## config.mk

```make
export PLATFORM = sky130hd
export DESIGN_NAME = fft_peak_finder
export DESIGN_NICKNAME = d
export VERILOG_FILES = /design/src/rtl/fft_peak_finder.sv
export SDC_FILE = /design/constraint.sdc
export NUM_CORES = 1
export LEC_CHECK = 0
export CAP_MARGIN = 20
export CORE_ASPECT_RATIO = 1.4
export CORE_UTILIZATION = 24
export CTS_BUF_LIST = sky130_fd_sc_hd__clkbuf_16
export DETAILED_ROUTE_END_ITERATION = 12
export GPL_ROUTABILITY_DRIVEN = 1
export PLACE_DENSITY = 0.47
export RECOVER_POWER = 100
export SKIP_CTS_REPAIR_TIMING = 1
export SLEW_MARGIN = 15
export SYNTH_ARGS = -nofsm -noshare
export SYNTH_HDL_FRONTEND = slang
export SYNTH_SLANG_ARGS = --single-unit
```

## constraint.sdc

```tcl
create_clock -name clk -period 14.59 [get_ports clk]
set_clock_uncertainty 0.1 [all_clocks]
set_input_delay 3.6475 -clock clk [delete_from_list [all_inputs] [get_ports clk]]
set_output_delay 3.6475 -clock clk [all_outputs]
set_load 0.05 [all_outputs]
```

## src/rtl/fft_peak_finder.sv

```systemverilog
`default_nettype none
// ============================================================================
// Module   : fft_peak_finder
// Brief    : Consumes an Avalon-ST stream of complex FFT bins and reports,
//            once per frame, the bin index and approximate magnitude of the
//            largest bin inside the positive-frequency search range, together
//            with upstream-error and frame-length flags.
// Optional : FFT_PEAK_NEIGHBOURS_EN - also reports the magnitudes of the bins
//            immediately left and right of the peak (for interpolation).
// Revision : 1.0 - initial release
// ============================================================================
module fft_peak_finder #(
    parameter int DATA_W  = 32,
    parameter int BIN_W   = 14,
    parameter int MIN_BIN = 2
) (
    input  logic              clk,
    input  logic              reset_n,
    input  logic              fft_valid,
    output logic              fft_ready,
    input  logic [1:0]        fft_error,
    input  logic              fft_sop,
    input  logic              fft_eop,
    input  logic [DATA_W-1:0] fft_real,
    input  logic [DATA_W-1:0] fft_imag,
    input  logic [BIN_W-1:0]  fft_pts,
    output logic              peak_valid,
    input  logic              peak_ready,
    output logic [BIN_W-1:0]  peak_bin,
    output logic [DATA_W:0]   peak_mag,
    output logic [DATA_W:0]   peak_mag_left,
    output logic [DATA_W:0]   peak_mag_right,
    output logic [1:0]        peak_error
);

    localparam int MAG_W = DATA_W + 1;

    typedef enum logic [1:0] {
        S_IDLE    = 2'd0,
        S_COLLECT = 2'd1,
        S_FLUSH   = 2'd2,
        S_HOLD    = 2'd3
    } state_t;

    state_t             state_q, state_d;
    logic               fft_ready_q;
    logic               flush_cnt_q, flush_cnt_d;

    logic               w_accept;
    logic               w_beat;
    logic               w_clear;
    logic               w_load;
    logic               w_update;
    logic               w_in_range;
    logic [BIN_W-1:0]   w_beat_bin;
    logic [BIN_W-1:0]   w_beat_pts;
    logic [DATA_W-1:0]  w_abs_re;
    logic [DATA_W-1:0]  w_abs_im;
    logic [DATA_W-1:0]  w_hi;
    logic [DATA_W-1:0]  w_lo;
    logic [MAG_W-1:0]   w_mag;

    // Frame tracking
    logic [BIN_W-1:0]   pts_q;
    logic [BIN_W-1:0]   bin_cnt_q;
    logic               up_err_q;
    logic               len_err_q;

    // Stage 1: absolute values
    logic               s1_valid_q;
    logic [DATA_W-1:0]  s1_abs_re_q;
    logic [DATA_W-1:0]  s1_abs_im_q;
    logic [BIN_W-1:0]   s1_bin_q;
    logic               s1_in_range_q;

    // Stage 2: running maximum
    logic [MAG_W-1:0]   max_mag_q;
    logic [BIN_W-1:0]   max_bin_q;

    // Output registers
    logic [BIN_W-1:0]   peak_bin_q;
    logic [MAG_W-1:0]   peak_mag_q;
    logic [1:0]         peak_error_q;

    assign w_accept   = fft_valid && fft_ready_q;
    assign w_clear    = w_beat && fft_sop;
    assign fft_ready  = fft_ready_q;
    assign peak_valid = (state_q == S_HOLD);
    assign peak_bin   = peak_bin_q;
    assign peak_mag   = peak_mag_q;
    assign peak_error = peak_error_q;

    // A sop beat starts a new frame, so it uses bin 0 and the live fft_pts.
    assign w_beat_bin = fft_sop ? {BIN_W{1'b0}} : bin_cnt_q;
    assign w_beat_pts = fft_sop ? fft_pts : pts_q;
    assign w_in_range = (w_beat_bin >= BIN_W'(MIN_BIN)) && (w_beat_bin < (w_beat_pts >> 1));

    // Negating the most negative value wraps to 2^(DATA_W-1), which is exact as unsigned.
    assign w_abs_re = fft_real[DATA_W-1] ? (DATA_W'(0) - fft_real) : fft_real;
    assign w_abs_im = fft_imag[DATA_W-1] ? (DATA_W'(0) - fft_imag) : fft_imag;

    // Alpha-max-plus-beta-min with alpha = 1, beta = 3/8; at most 1.375 * 2^(DATA_W-1).
    assign w_hi     = (s1_abs_re_q >= s1_abs_im_q) ? s1_abs_re_q : s1_abs_im_q;
    assign w_lo     = (s1_abs_re_q >= s1_abs_im_q) ? s1_abs_im_q : s1_abs_re_q;
    assign w_mag    = {1'b0, w_hi} + MAG_W'(w_lo >> 2) + MAG_W'(w_lo >> 3);
    assign w_update = s1_valid_q && s1_in_range_q && (w_mag > max_mag_q);

    // Next-state decode and per-cycle control strobes
    always_comb begin
        state_d     = state_q;
        flush_cnt_d = flush_cnt_q;
        w_beat      = 1'b0;
        w_load      = 1'b0;
        case (state_q)
            S_IDLE: begin
                if (w_accept && fft_sop) begin
                    w_beat  = 1'b1;
                    state_d = fft_eop ? S_FLUSH : S_COLLECT;
                end
            end
            S_COLLECT: begin
                if (w_accept) begin
                    w_beat = 1'b1;
                    if (fft_eop) begin
                        state_d = S_FLUSH;
                    end
                end
            end
            S_FLUSH: begin
                flush_cnt_d = 1'b1;
                if (flush_cnt_q) begin
                    w_load      = 1'b1;
                    flush_cnt_d = 1'b0;
                    state_d     = S_HOLD;
                end
            end
            S_HOLD: begin
                if (peak_ready) begin
                    state_d = S_IDLE;
                end
            end
            default: state_d = S_IDLE;
        endcase
    end

    // State register; ready is registered so it stays low through reset
    always_ff @(posedge clk) begin
        if (!reset_n) begin
            state_q     <= S_IDLE;
            flush_cnt_q <= 1'b0;
            fft_ready_q <= 1'b0;
        end else begin
            state_q     <= state_d;
            flush_cnt_q <= flush_cnt_d;
            fft_ready_q <= (state_d == S_IDLE) || (state_d == S_COLLECT);
        end
    end

    // Stage 1 capture plus frame length and error bookkeeping
    always_ff @(posedge clk) begin
        if (!reset_n) begin
            s1_valid_q    <= 1'b0;
            s1_abs_re_q   <= '0;
            s1_abs_im_q   <= '0;
            s1_bin_q      <= '0;
            s1_in_range_q <= 1'b0;
            pts_q         <= '0;
            bin_cnt_q     <= '0;
            up_err_q      <= 1'b0;
            len_err_q     <= 1'b0;
        end else begin
            s1_valid_q <= w_beat;
            if (w_beat) begin
                s1_abs_re_q   <= w_abs_re;
                s1_abs_im_q   <= w_abs_im;
                s1_bin_q      <= w_beat_bin;
                s1_in_range_q <= w_in_range;
                pts_q         <= w_beat_pts;
                bin_cnt_q     <= w_beat_bin + BIN_W'(1);
                up_err_q      <= (fft_sop ? 1'b0 : up_err_q) | (fft_error != 2'b00);
                if (fft_eop) begin
                    len_err_q <= (w_beat_bin != (w_beat_pts - BIN_W'(1)));
                end else if (fft_sop) begin
                    len_err_q <= 1'b0;
                end
            end
        end
    end

    // Stage 2 running maximum; a new sop drops whatever the old frame left in stage 1
    always_ff @(posedge clk) begin
        if (!reset_n || w_clear) begin
            max_mag_q <= '0;
            max_bin_q <= '0;
        end else if (w_update) begin
            max_mag_q <= w_mag;
            max_bin_q <= s1_bin_q;
        end
    end

    // Result registers load at the end of the flush and hold through HOLD
    always_ff @(posedge clk) begin
        if (!reset_n) begin
            peak_bin_q   <= '0;
            peak_mag_q   <= '0;
            peak_error_q <= 2'b00;
        end else if (w_load) begin
            peak_bin_q   <= max_bin_q;
            peak_mag_q   <= max_mag_q;
            peak_error_q <= {len_err_q, up_err_q};
        end
    end

`ifdef FFT_PEAK_NEIGHBOURS_EN
    logic [MAG_W-1:0] prev_mag_q;
    logic [MAG_W-1:0] left_q;
    logic [MAG_W-1:0] right_q;
    logic             need_right_q;
    logic [MAG_W-1:0] peak_left_q;
    logic [MAG_W-1:0] peak_right_q;

    // Track the bins either side of the current maximum as the frame streams by
    always_ff @(posedge clk) begin
        if (!reset_n || w_clear) begin
            prev_mag_q   <= '0;
            left_q       <= '0;
            right_q      <= '0;
            need_right_q <= 1'b0;
        end else if (s1_valid_q) begin
            prev_mag_q <= w_mag;
            if (w_update) begin
                left_q       <= (s1_bin_q == '0) ? '0 : prev_mag_q;
                right_q      <= '0;
                need_right_q <= 1'b1;
            end else if (need_right_q) begin
                right_q      <= w_mag;
                need_right_q <= 1'b0;
            end
        end
    end

    // Neighbour results load alongside the main result
    always_ff @(posedge clk) begin
        if (!reset_n) begin
            peak_left_q  <= '0;
            peak_right_q <= '0;
        end else if (w_load) begin
            peak_left_q  <= left_q;
            peak_right_q <= right_q;
        end
    end

    assign peak_mag_left  = peak_left_q;
    assign peak_mag_right = peak_right_q;
`else
    assign peak_mag_left  = '0;
    assign peak_mag_right = '0;
`endif

endmodule
`default_nettype wire
```

==> impl_metrics.json <==
{
  "status": "finished, violations left",
  "violations": "capacitance limit, slew limit",
  "setup_viol": 0,
  "drt-pass1-iter-count": 5,
  "cellPowerDensity_mw_per_mm2": 101.8,
  "hold_class": "flop to flop",
  "startpoint_type": "flop",
  "cts_tree": "built",
  "core_area_mm2": 0.06216,
  "vias": 12260,
  "crit_fanout": 62,
  "timing.final.ws_setup_ns": 4.442,
  "dr.first_iter.drc_count": 530,
  "syn_to_final_growth_pct": 17.84,
  "wl_met1_um": 19520,
  "die_w_um": 214.0,
  "maxCapViolations": 5,
  "ys_warn_count": 0,
  "tns_ns": 0,
  "die_h_um": 298.8,
  "n_antenna_cell": 0,
  "drive_gt1_share_pct": 4.987,
  "route.met2.wl_um": 19940,
  "syn_area_per_cell_um2": 8.369,
  "path_clk_slew_ns": 0.06,
  "grt_util_all_layers_pct": 13.03,
  "ioPinCount": 203,
  "antenna_left": 0,
  "layout_common_cells": "314 x nand2_1, 210 x dfxtp_1, 113 x ha_1",
  "synthCells": 1804,
  "fin_crit_ns": 10.15,
  "top_layer_used": "met5",
  "syn_area_mm2": 0.01510,
  "clkSinkCount": 210,
  "cts_buffers": 24,
  "nFillCells": 6695,
  "yosysUniqueCellTypes": 73,
  "layout.nets": 2118,
  "wl_met3_um": 1386,
  "cp-end-kind": "flop",
  "post_drt_wl_per_cell_um": 15.29,
  "worstSkewPairLatency_ns": 0.54,
  "dp_hpwl_um": 33280,
  "dpl_worst_slack_ns": 5.431,
  "cts_max_level": 1,
  "regToRegStartpoint": "s1_abs_im_q[31]",
  "initial_core_util_pct": 24.29,
  "multi_input_area_mm2": 0.009910,
  "cts_buffer_depth": 3,
  "synth_edf_count": 0,
  "placed_area_mm2": 0.01700,
  "root_buffer": "clkbuf_16",
  "cp.required_ns": 14.90,
  "ys_seq_elements": 210,
  "synth_ff_type": "dfxtp_1",
  "cp_slowest_cell": "a21oi_1",
  "grt_max_degree": 97,
  "die_area_mm2": 0.06393,
  "rsz0062_at_grt": "false",
  "crit_path_start": "s1_abs_im_q[31]",
  "yosysSeqAreaShare_pct": 27.84,
  "fin_util_pct": 28.62,
  "synthArstFlopShare_pct": 0,
  "final-hold-violation-count": 0,
  "fin_cells": 2730,
  "slew_violations": 279,
  "fin_hold_ws_ns": 0.3406,
  "worst_pin_slew_ns": 4.051,
  "antenna_found_initial": 1,
  "power.total_mw": 1.812,
  "via_per_inst": 4.489,
  "globalRouteOverflowTotal": 0,
  "globalplace.congestion": 0.8272,
  "p_leak_nw": 7.985,
  "drc": 0,
  "routed_wl_um": 41730,
  "critical_path_class": "flop to flop",
  "max-slew-margin-rel_pct": -170.1,
  "grt_pass1_wl_um": 67800,
  "regArea_mm2": 0.004204,
  "ir_worst_vdd_mv": 0.09113,
  "final_area_mm2": 0.01779,
  "port_buffers": 136,
  "placed_cells": 2687,
  "timing.fmax_ghz": 0.09855,
  "cp_data_arrival_time_ns": 10.45,
  "slowest_delay_ns": 1.87,
  "rows": 108,
  "layout_commonest_cell": "nand2_1",
  "hold_start": "up_err_q",
  "grt_pass1_vias": 12320,
  "period_share_pct": 69.55
}
[cell type report]
type                       count  share of cell area [%]
multi-input combinational   1398                   55.70
sequential                   210                   23.63
timing repair buffer         147                   7.982
tap                          825                   5.802
clock buffer                  25                   3.516
inverter                     108                   2.278
clock inverter                17                   1.097
[Yosys cell counts (all sizes together), types with 4 or more instances]
cell | n | area [um2]
nand2 | 315 | 1182
dfxtp | 210 | 4204
ha | 113 | 1414
inv | 108 | 405.4
buf | 84 | 576.8
nor2 | 80 | 307.8
o21ai | 75 | 375.4
o211a | 74 | 740.7
xor2 | 74 | 648.1
mux2i | 73 | 730.7
clkbuf | 69 | 259.0
a21boi | 68 | 510.5
a21oi | 56 | 280.3
xnor2 | 40 | 350.3
fa | 30 | 600.6
a21o | 27 | 202.7
nor2b | 27 | 168.9
and2 | 26 | 162.7
mux2 | 26 | 292.8
nand3 | 26 | 135.1
o31ai | 24 | 193.9
nor3 | 19 | 105.1
nand4 | 18 | 118.9
and3 | 13 | 81.33
o21a | 12 | 90.09
nand2b | 11 | 76.32
nor4 | 10 | 92.59
o41ai | 9 | 86.34
or4 | 9 | 78.82
or3 | 8 | 60.06
a31oi | 7 | 43.79
a211oi | 6 | 45.04
nand4b | 6 | 52.55
nand3b | 5 | 37.54
o21bai | 5 | 37.54
nor3b | 4 | 30.03
o311ai | 4 | 35.03
[critical path, delay by kind of cell, from the launching register on]
kind	cells	cell delay, ns
AOI/OAI and AO/OA	14	5.14
and+or+nand+nor	6	1.37
adders and majority gates	5	1.78
xor gates and xnor gates	1	0.09
buffers and inverters	3	1.11
DFF	1	0.35
muxes	1	0.10
[where the power goes]
part	internal, mW	total (mW)	switching, mW
sequential	0.587	0.601	0.0136
combinational	0.227	0.577	0.350
clock	0.381	0.634	0.252
total	1.20	1.81	0.616
[flip-flops by register name (all words and copies together) (netlist names), 2 cells and up]
register     count
max_mag_q       33
peak_mag        33
s1_abs_im_q     32
s1_abs_re_q     32
bin_cnt_q       14
max_bin_q       14
peak_bin        14
pts_q           14
s1_bin_q        14
peak_error       2
state_q          2
[kinds of logic (layout without fill, tap and decap cells)]
kind of cell / count (synthesis) / after routing / share of synthesized area, %
other: 1 / 66 / 0.02484
AOI/OAI and AO/OA: 390 / 390 / 18.82
xor gates and xnor gates: 114 / 114 / 6.613
adders and majority gates: 143 / 143 / 13.34
buffers and inverters: 261 / 297 / 8.221
and+or+nand+nor: 586 / 586 / 18.36
muxes: 99 / 99 / 6.779
DFF: 210 / 210 / 27.84
[path summary, 6_finish.rpt]
path	to	slack (ns)	cells after the start
worst max register to register	max_mag_q[27]	4.44	30
worst max-delay path	max_mag_q[27]	4.44	30
worst min-delay path	up_err_q	0.34	2
worst min register to register	up_err_q	0.34	2
[layer usage]
metal | vias to the layer above | global-route usage [%]
li1 | 6286 | -
met1 | 5713 | 16.59
met2 | 210 | 22.86
met3 | 44 | 1.740
met4 | 2 | 3.546
met5 | - | 0
No activity file was read; power rests on OpenSTA's default activity.
